### src/rtl/drive_sequencer.sv
// drive_sequencer: start-triggered course sequencer. Issues FORWARD until a
// debounced reed marker, pauses, turns right, and repeats for LEGS legs.
// Gives up with a fault if a forward leg runs past TIMEOUT_CYCLES.
module drive_sequencer #(
    parameter int DEBOUNCE_CYCLES = 1_000_000,
    parameter int PAUSE_CYCLES    = 10_000_000,
    parameter int TURN_CYCLES     = 50_000_000,
    parameter int TIMEOUT_CYCLES  = 1_000_000_000,
    parameter int LEGS            = 4
) (
    input  logic       clk,
    input  logic       rst,
    input  logic       start,
    input  logic       abort,
    input  logic       reed_in,
    output logic [2:0] cmd,
    output logic       busy,
    output logic       done,
    output logic       fault,
    output logic [3:0] leg_count
);

    localparam int MAX_PT  = (PAUSE_CYCLES > TURN_CYCLES) ? PAUSE_CYCLES : TURN_CYCLES;
    localparam int MAX_PTO = (MAX_PT > TIMEOUT_CYCLES) ? MAX_PT : TIMEOUT_CYCLES;
    localparam int MAX_CYC = (MAX_PTO > DEBOUNCE_CYCLES) ? MAX_PTO : DEBOUNCE_CYCLES;
    localparam int TW      = $clog2(MAX_CYC) + 1;
    localparam int DW      = $clog2(DEBOUNCE_CYCLES) + 1;

    // Limits are "last cycle" values: the timer reads 0 on the first cycle in a state.
    localparam logic [TW-1:0] PAUSE_LAST = TW'(PAUSE_CYCLES - 1);
    localparam logic [TW-1:0] TURN_LAST  = TW'(TURN_CYCLES - 1);
    localparam logic [TW-1:0] TO_LAST    = TW'(TIMEOUT_CYCLES - 1);
    localparam logic [DW-1:0] DB_LAST    = DW'(DEBOUNCE_CYCLES - 1);
    localparam logic [3:0]    LEGS_4     = 4'(LEGS);

    localparam logic [2:0] CMD_STOP    = 3'b000;
    localparam logic [2:0] CMD_FORWARD = 3'b001;
    localparam logic [2:0] CMD_RIGHT   = 3'b100;

    typedef enum logic [2:0] {
        S_IDLE,
        S_FWD,
        S_PAUSE,
        S_TURN,
        S_DONE,
        S_FAULT
    } state_t;

    state_t          state_q;
    state_t          state_d;
    logic            clr_legs;
    logic            inc_legs;
    logic [TW-1:0]   timer;
    logic            reed_p0;
    logic            reed_p1;
    logic            reed_db;
    logic            reed_db_d;
    logic [DW-1:0]   db_cnt;
    logic            marker;

    function automatic logic [2:0] cmd_of(input state_t s);
        case (s)
            S_FWD:   cmd_of = CMD_FORWARD;
            S_TURN:  cmd_of = CMD_RIGHT;
            default: cmd_of = CMD_STOP;
        endcase
    endfunction

    // Reed path: two-flop synchronizer, then a level debouncer whose count
    // restarts whenever the synchronized level agrees with the accepted one.
    always_ff @(posedge clk) begin
        if (rst) begin
            reed_p0   <= 1'b0;
            reed_p1   <= 1'b0;
            reed_db   <= 1'b0;
            reed_db_d <= 1'b0;
            db_cnt    <= '0;
        end else begin
            // stage p0 -> p1: metastability settling
            reed_p0   <= reed_in;
            reed_p1   <= reed_p0;
            // debounce stage
            reed_db_d <= reed_db;
            if (reed_p1 != reed_db) begin
                if (db_cnt == DB_LAST) begin
                    reed_db <= reed_p1;
                    db_cnt  <= '0;
                end else begin
                    db_cnt <= db_cnt + 1'b1;
                end
            end else begin
                db_cnt <= '0;
            end
        end
    end

    assign marker = reed_db & ~reed_db_d;

    // State register.
    always_ff @(posedge clk) begin
        if (rst) state_q <= S_IDLE;
        else     state_q <= state_d;
    end

    // Next-state logic; abort beats marker, marker beats timeout.
    always_comb begin
        state_d  = state_q;
        clr_legs = 1'b0;
        inc_legs = 1'b0;
        if (abort) begin
            state_d = S_IDLE;
        end else begin
            case (state_q)
                S_IDLE, S_DONE: begin
                    if (start) begin
                        state_d  = S_FWD;
                        clr_legs = 1'b1;
                    end
                end
                S_FWD: begin
                    if (marker) begin
                        state_d  = S_PAUSE;
                        inc_legs = 1'b1;
                    end else if (timer >= TO_LAST) begin
                        state_d = S_FAULT;
                    end
                end
                S_PAUSE: begin
                    if (timer >= PAUSE_LAST) state_d = (leg_count == LEGS_4) ? S_DONE : S_TURN;
                end
                S_TURN: begin
                    if (timer >= TURN_LAST) state_d = S_FWD;
                end
                S_FAULT: state_d = S_FAULT;
                default: state_d = S_IDLE;
            endcase
        end
    end

    // Shared state timer: restarts on every state change and saturates.
    always_ff @(posedge clk) begin
        if (rst || (state_d != state_q)) timer <= '0;
        else if (timer != {TW{1'b1}})    timer <= timer + 1'b1;
    end

    // Registered outputs, decoded from the state being entered.
    always_ff @(posedge clk) begin
        if (rst) begin
            cmd       <= CMD_STOP;
            busy      <= 1'b0;
            done      <= 1'b0;
            fault     <= 1'b0;
            leg_count <= '0;
        end else begin
            cmd   <= cmd_of(state_d);
            busy  <= (state_d == S_FWD) || (state_d == S_PAUSE) || (state_d == S_TURN);
            done  <= (state_d == S_DONE);
            fault <= (state_d == S_FAULT);
            if (clr_legs)      leg_count <= '0;
            else if (inc_legs) leg_count <= leg_count + 1'b1;
        end
    end

endmodule

### config.mk
export PLATFORM = sky130hd
export DESIGN_NAME = drive_sequencer
export DESIGN_NICKNAME = d
export VERILOG_FILES = /design/src/rtl/drive_sequencer.sv
export SDC_FILE = /design/constraint.sdc
export NUM_CORES = 1
export LEC_CHECK = 0
export BUFFER_PORTS_ARGS = -buffer_cell sky130_fd_sc_hd__buf_4
export CAP_MARGIN = 20
export CORE_ASPECT_RATIO = 0.5
export CORE_MARGIN = 2
export CORE_UTILIZATION = 33
export CTS_CLUSTER_SIZE = 8
export DETAILED_ROUTE_END_ITERATION = 6
export GPL_ROUTABILITY_DRIVEN = 0
export GPL_TIMING_DRIVEN = 0
export PLACE_DENSITY = 0.58
export SLEW_MARGIN = 20
export SYNTH_ARGS = -nofsm -noshare
export SYNTH_HDL_FRONTEND = slang
export SYNTH_SLANG_ARGS = --single-unit
### constraint.sdc
create_clock -name clk -period 5.4 [get_ports clk]
set_clock_uncertainty 0.2 [all_clocks]
set_input_delay 1.62 -clock clk [delete_from_list [all_inputs] [get_ports clk]]
set_output_delay 1.62 -clock clk [all_outputs]
set_load 0.1 [all_outputs]
==> metrics.md <==
| Metric | Value |
|---|---|
| I/O pin total | 15 |
| Peak VDD IR | 0.152 mV |
| N_diodes | 0 |
| GRT Total Usage | 0.142 |
| # rows | 26 |
| Clock slew at reported path FFs | 0.05 ns |
| Crit. End Element | register |
| Yosys warnings | 0 |
| Worst-case register-to-register setup slack | 2.63 ns |
| Seq pwr share | 0.438 |
| Post-synthesis sequential area ratio | 0.385 |
| Num CTS Buffers | 9 |
| DRT antenna net count | 0 |
| Post-synth cell types | 53 |
| Max Transition Viols Final | 0 |
| Final core utilization | 0.399 |
| Count of input and output buffers | 12 |
| Synth Area in Compound Gates | 0.100 |
| Adder-cell area share of the yosys netlist | 0.0141 |
| Die width | 150 µm |
| Main combinational cell family by area after synthesis | simple AND/OR/NAND/NOR gates |
| Reg2reg start | timer[0]$_SDFFE_PP0P_ |
| Int Pwr | 0.000919 W |
| Die area | 0.0116 mm² |
| Die Height | 77.2 µm |
| FMAX | 307 MHz |
| Root buf cell | clkbuf_16 |
| Most frequent cells in the layout | nor2_1, dfxtp_1, nand2_1 |
| Core Footprint | 0.0103 mm² |
| Sw frac | 0.207 |
| H-tree lvl count | 3 |
| Max FO, Critical Path | 10 |
| Final #Nets | 472 |
| CTS resizes | 0 |
| Setup CP Type | input pin to register |
| Worst Setup SP | abort |
| Synthesized flop and latch total | 68 |
| Total iterations of the first detailed-routing run | 4 |
| Startpoint Class | input pin |
| RSZ-0062 raised after global routing | no |
| Fin. Hold Viols | 0 |
| Vias in the first global route | 2756 |
| Worst-case reg-to-reg path depth | 9 |
| Most used DFF post-synth | dfxtp_1 |
| Critical Path Sink | timer[9]$_SDFFE_PP0P_ |
| Clk sinks | 68 |
| Drt via density | 4.99 |
| Global route overflow | 0 |
| Final WS setup | 2.14 ns |
| Slew HR | 0.571 |
| Post-CTS Setup Repair Bufs | 0 |
| Least-Margin Pin Slew | 0.638 ns |
| Min Tclk post-route | 3.26 ns |
| Period utilization | 0.604 |
| Most common cell after layout, fill and taps aside | nor2_1 |
| First-pass GRT wire length | 13200 µm |
| Synth area leader | dfxtp_1 |
| Reg-to-reg endpoint | timer[9]$_SDFFE_PP0P_ |
| Via Count | 3029 |
| Worst-Skew Late Latency | 0.33 ns |
| Post-synthesis async set-or-reset flop share | 0 |
| Drt total wl | 7600 µm |
| Psw | 0.000241 W |
| Initial Util | 0.343 |
| Yosys top cell area share | 0.385 |
| Initial antenna violation count | 0 |
| Status | finished clean |
| Place WS | 1.80 ns |
| Remaining DRCs | 0 |
| HP Class | register to register |
| Syn_nets | 449 |
| Pleak | 1.32 nW |
| Mux contribution to synthesized area | 0.00566 |
| Endpoints failing setup | 0 |
| Comb pwr share | 0.036 |
| Power per cell area | 282 mW/mm² |
| Xor and xnor area share after synthesis | 0.121 |
| Hold Buf Count CTS | 0 |
| Critical path required time | 5.46 ns |
| Routed length per instance | 12.5 µm |
| Cell count after synthesis | 440 |
| Clock Power Share | 0.526 |
| Largest net degree at the start of global routing | 12 |
| Setup TNS | 0 ns |
| Simple-Gate Fraction of Synth Area | 0.329 |
| Layout cells sized above 1 | 0.0942 |
| Average size of a mapped cell | 8.04 µm² |
| MaxCap Viol Count | 0 |
| WP data arrival | 3.32 ns |
| CTS tree | done |
| Area grow syn2layout | 16.2% |
| Mapped cell area | 0.00354 mm² |
| Max Buffers Root-to-Sink | 2 |
| DR iter-0 viols | 153 |
| Synth area leaders | dfxtp_1, nor2_1, xnor2_1 |
| Post-DP HPWL | 5580 µm |
| EDFF count, synth | 0 |
-- power by group through the flow --
| stage | Combinational, W | Sequential [W] | Clock [W] |
|---|---|---|---|
| 3_3_place_gp | 0.0000422 | 0.000519 | 0 |
| 5_1_grt | 0.0000461 | 0.000508 | 0.000654 |
| 4_1_cts | 0.0000424 | 0.000508 | 0.000631 |
| 6_report | 0.0000419 | 0.000508 | 0.000610 |
| 2_1_floorplan | 0.0000271 | 0.000524 | 0 |
| 3_5_place_dp | 0.0000425 | 0.000519 | 0 |
-- worst min path at each step --
| stage | startpoint | endpoint | slack [ns] | depth (start not counted) |
|---|---|---|---|---|
| 3_3_place_gp | reed_p0$_SDFF_PP0_ | reed_p1$_SDFF_PP0_ | 0.22 | 1 |
| 2_1_floorplan | reed_p0$_SDFF_PP0_ | reed_p1$_SDFF_PP0_ | 0.21 | 1 |
| 6_report | reed_p0$_SDFF_PP0_ | reed_p1$_SDFF_PP0_ | 0.24 | 1 |
| 5_1_grt | reed_p0$_SDFF_PP0_ | reed_p1$_SDFF_PP0_ | 0.25 | 1 |
| 3_5_place_dp | reed_p0$_SDFF_PP0_ | reed_p1$_SDFF_PP0_ | 0.23 | 1 |
| 4_1_cts | reed_p0$_SDFF_PP0_ | reed_p1$_SDFF_PP0_ | 0.24 | 1 |
-- per-layer routing --
metal  GRT usage  up-vias  part of all wire  wire length, µm
met5           0        -                 0                0
met4      0.0434        0             0.011               87
met3      0.0429        9             0.039              299
met2       0.211       35              0.43             3250
met1       0.195     1416              0.52             3960
li1            -     1569                 -                -
-- kinds of logic after synthesis --
logic type               Yosys count
XOR/XNOR                          49
adder cells (fa/ha/maj)            4
flip-flops                        68
AO/OA/AOI/OAI                     46
AND/OR/NAND/NOR                  236
other                              1
buffers and inverters             34
multiplexers                       2
-- registers in the layout (all words and copies together) (netlist names) --
| name | flops |
|---|---|
| busy | 1 |
| cmd | 2 |
| db_cnt | 21 |
| done | 1 |
| fault | 1 |
| leg_count | 4 |
| reed_db | 1 |
| reed_db_d | 1 |
| reed_p0 | 1 |
| reed_p1 | 1 |
| state_q | 3 |
| timer | 31 |
-- through the flow --
stage	hold slack (ns)	instances	power (W)	cell area, µm²
floorplan	0.214	440	0.000551	3540
global placement	0.219	592	0.000561	3800
detailed placement	0.230	592	0.000562	3800
CTS	0.244	607	0.00118	4110
global route	0.250	607	0.00121	4110
finish	0.238	607	0.00116	4110
-- cell type report --
type / instances / area, µm²
fillers: 1070 / 6200
multi-input cells: 338 / 2020
flip-flops and latches: 68 / 1360
clock buffers: 10 / 229
well taps: 140 / 175
plain buffers: 22 / 110
repair buffers: 12 / 90.1
clock inverters: 5 / 77.6
inverters: 12 / 45.0
-- cells in the mapped netlist (4+ instances only) --
cell type and instances:
nand3_1 23, and2_1 4, clkbuf_1 17, dfxtp_1 68, and3_1 11, nand4_1 15
and4_1 4, xor2_1 20, nor2b_1 4, inv_1 12, or3_1 5, nand3b_1 4
nor3_1 15, xnor2_1 29, nor2_1 92, or2_2 4, o21ai_0 6, nor4_1 10
a21oi_1 11, o211ai_1 4, ha_1 4, nand2_1 32
-- critical path: stages --
cell      delay, ns
clkbuf_1       0.33
nor2_1         0.20
a211o_1        0.31
a211oi_1       0.28
o211ai_2       0.26
buf_6          0.21
nor2_1         0.11
No activity file was read; power rests on OpenSTA's default activity.
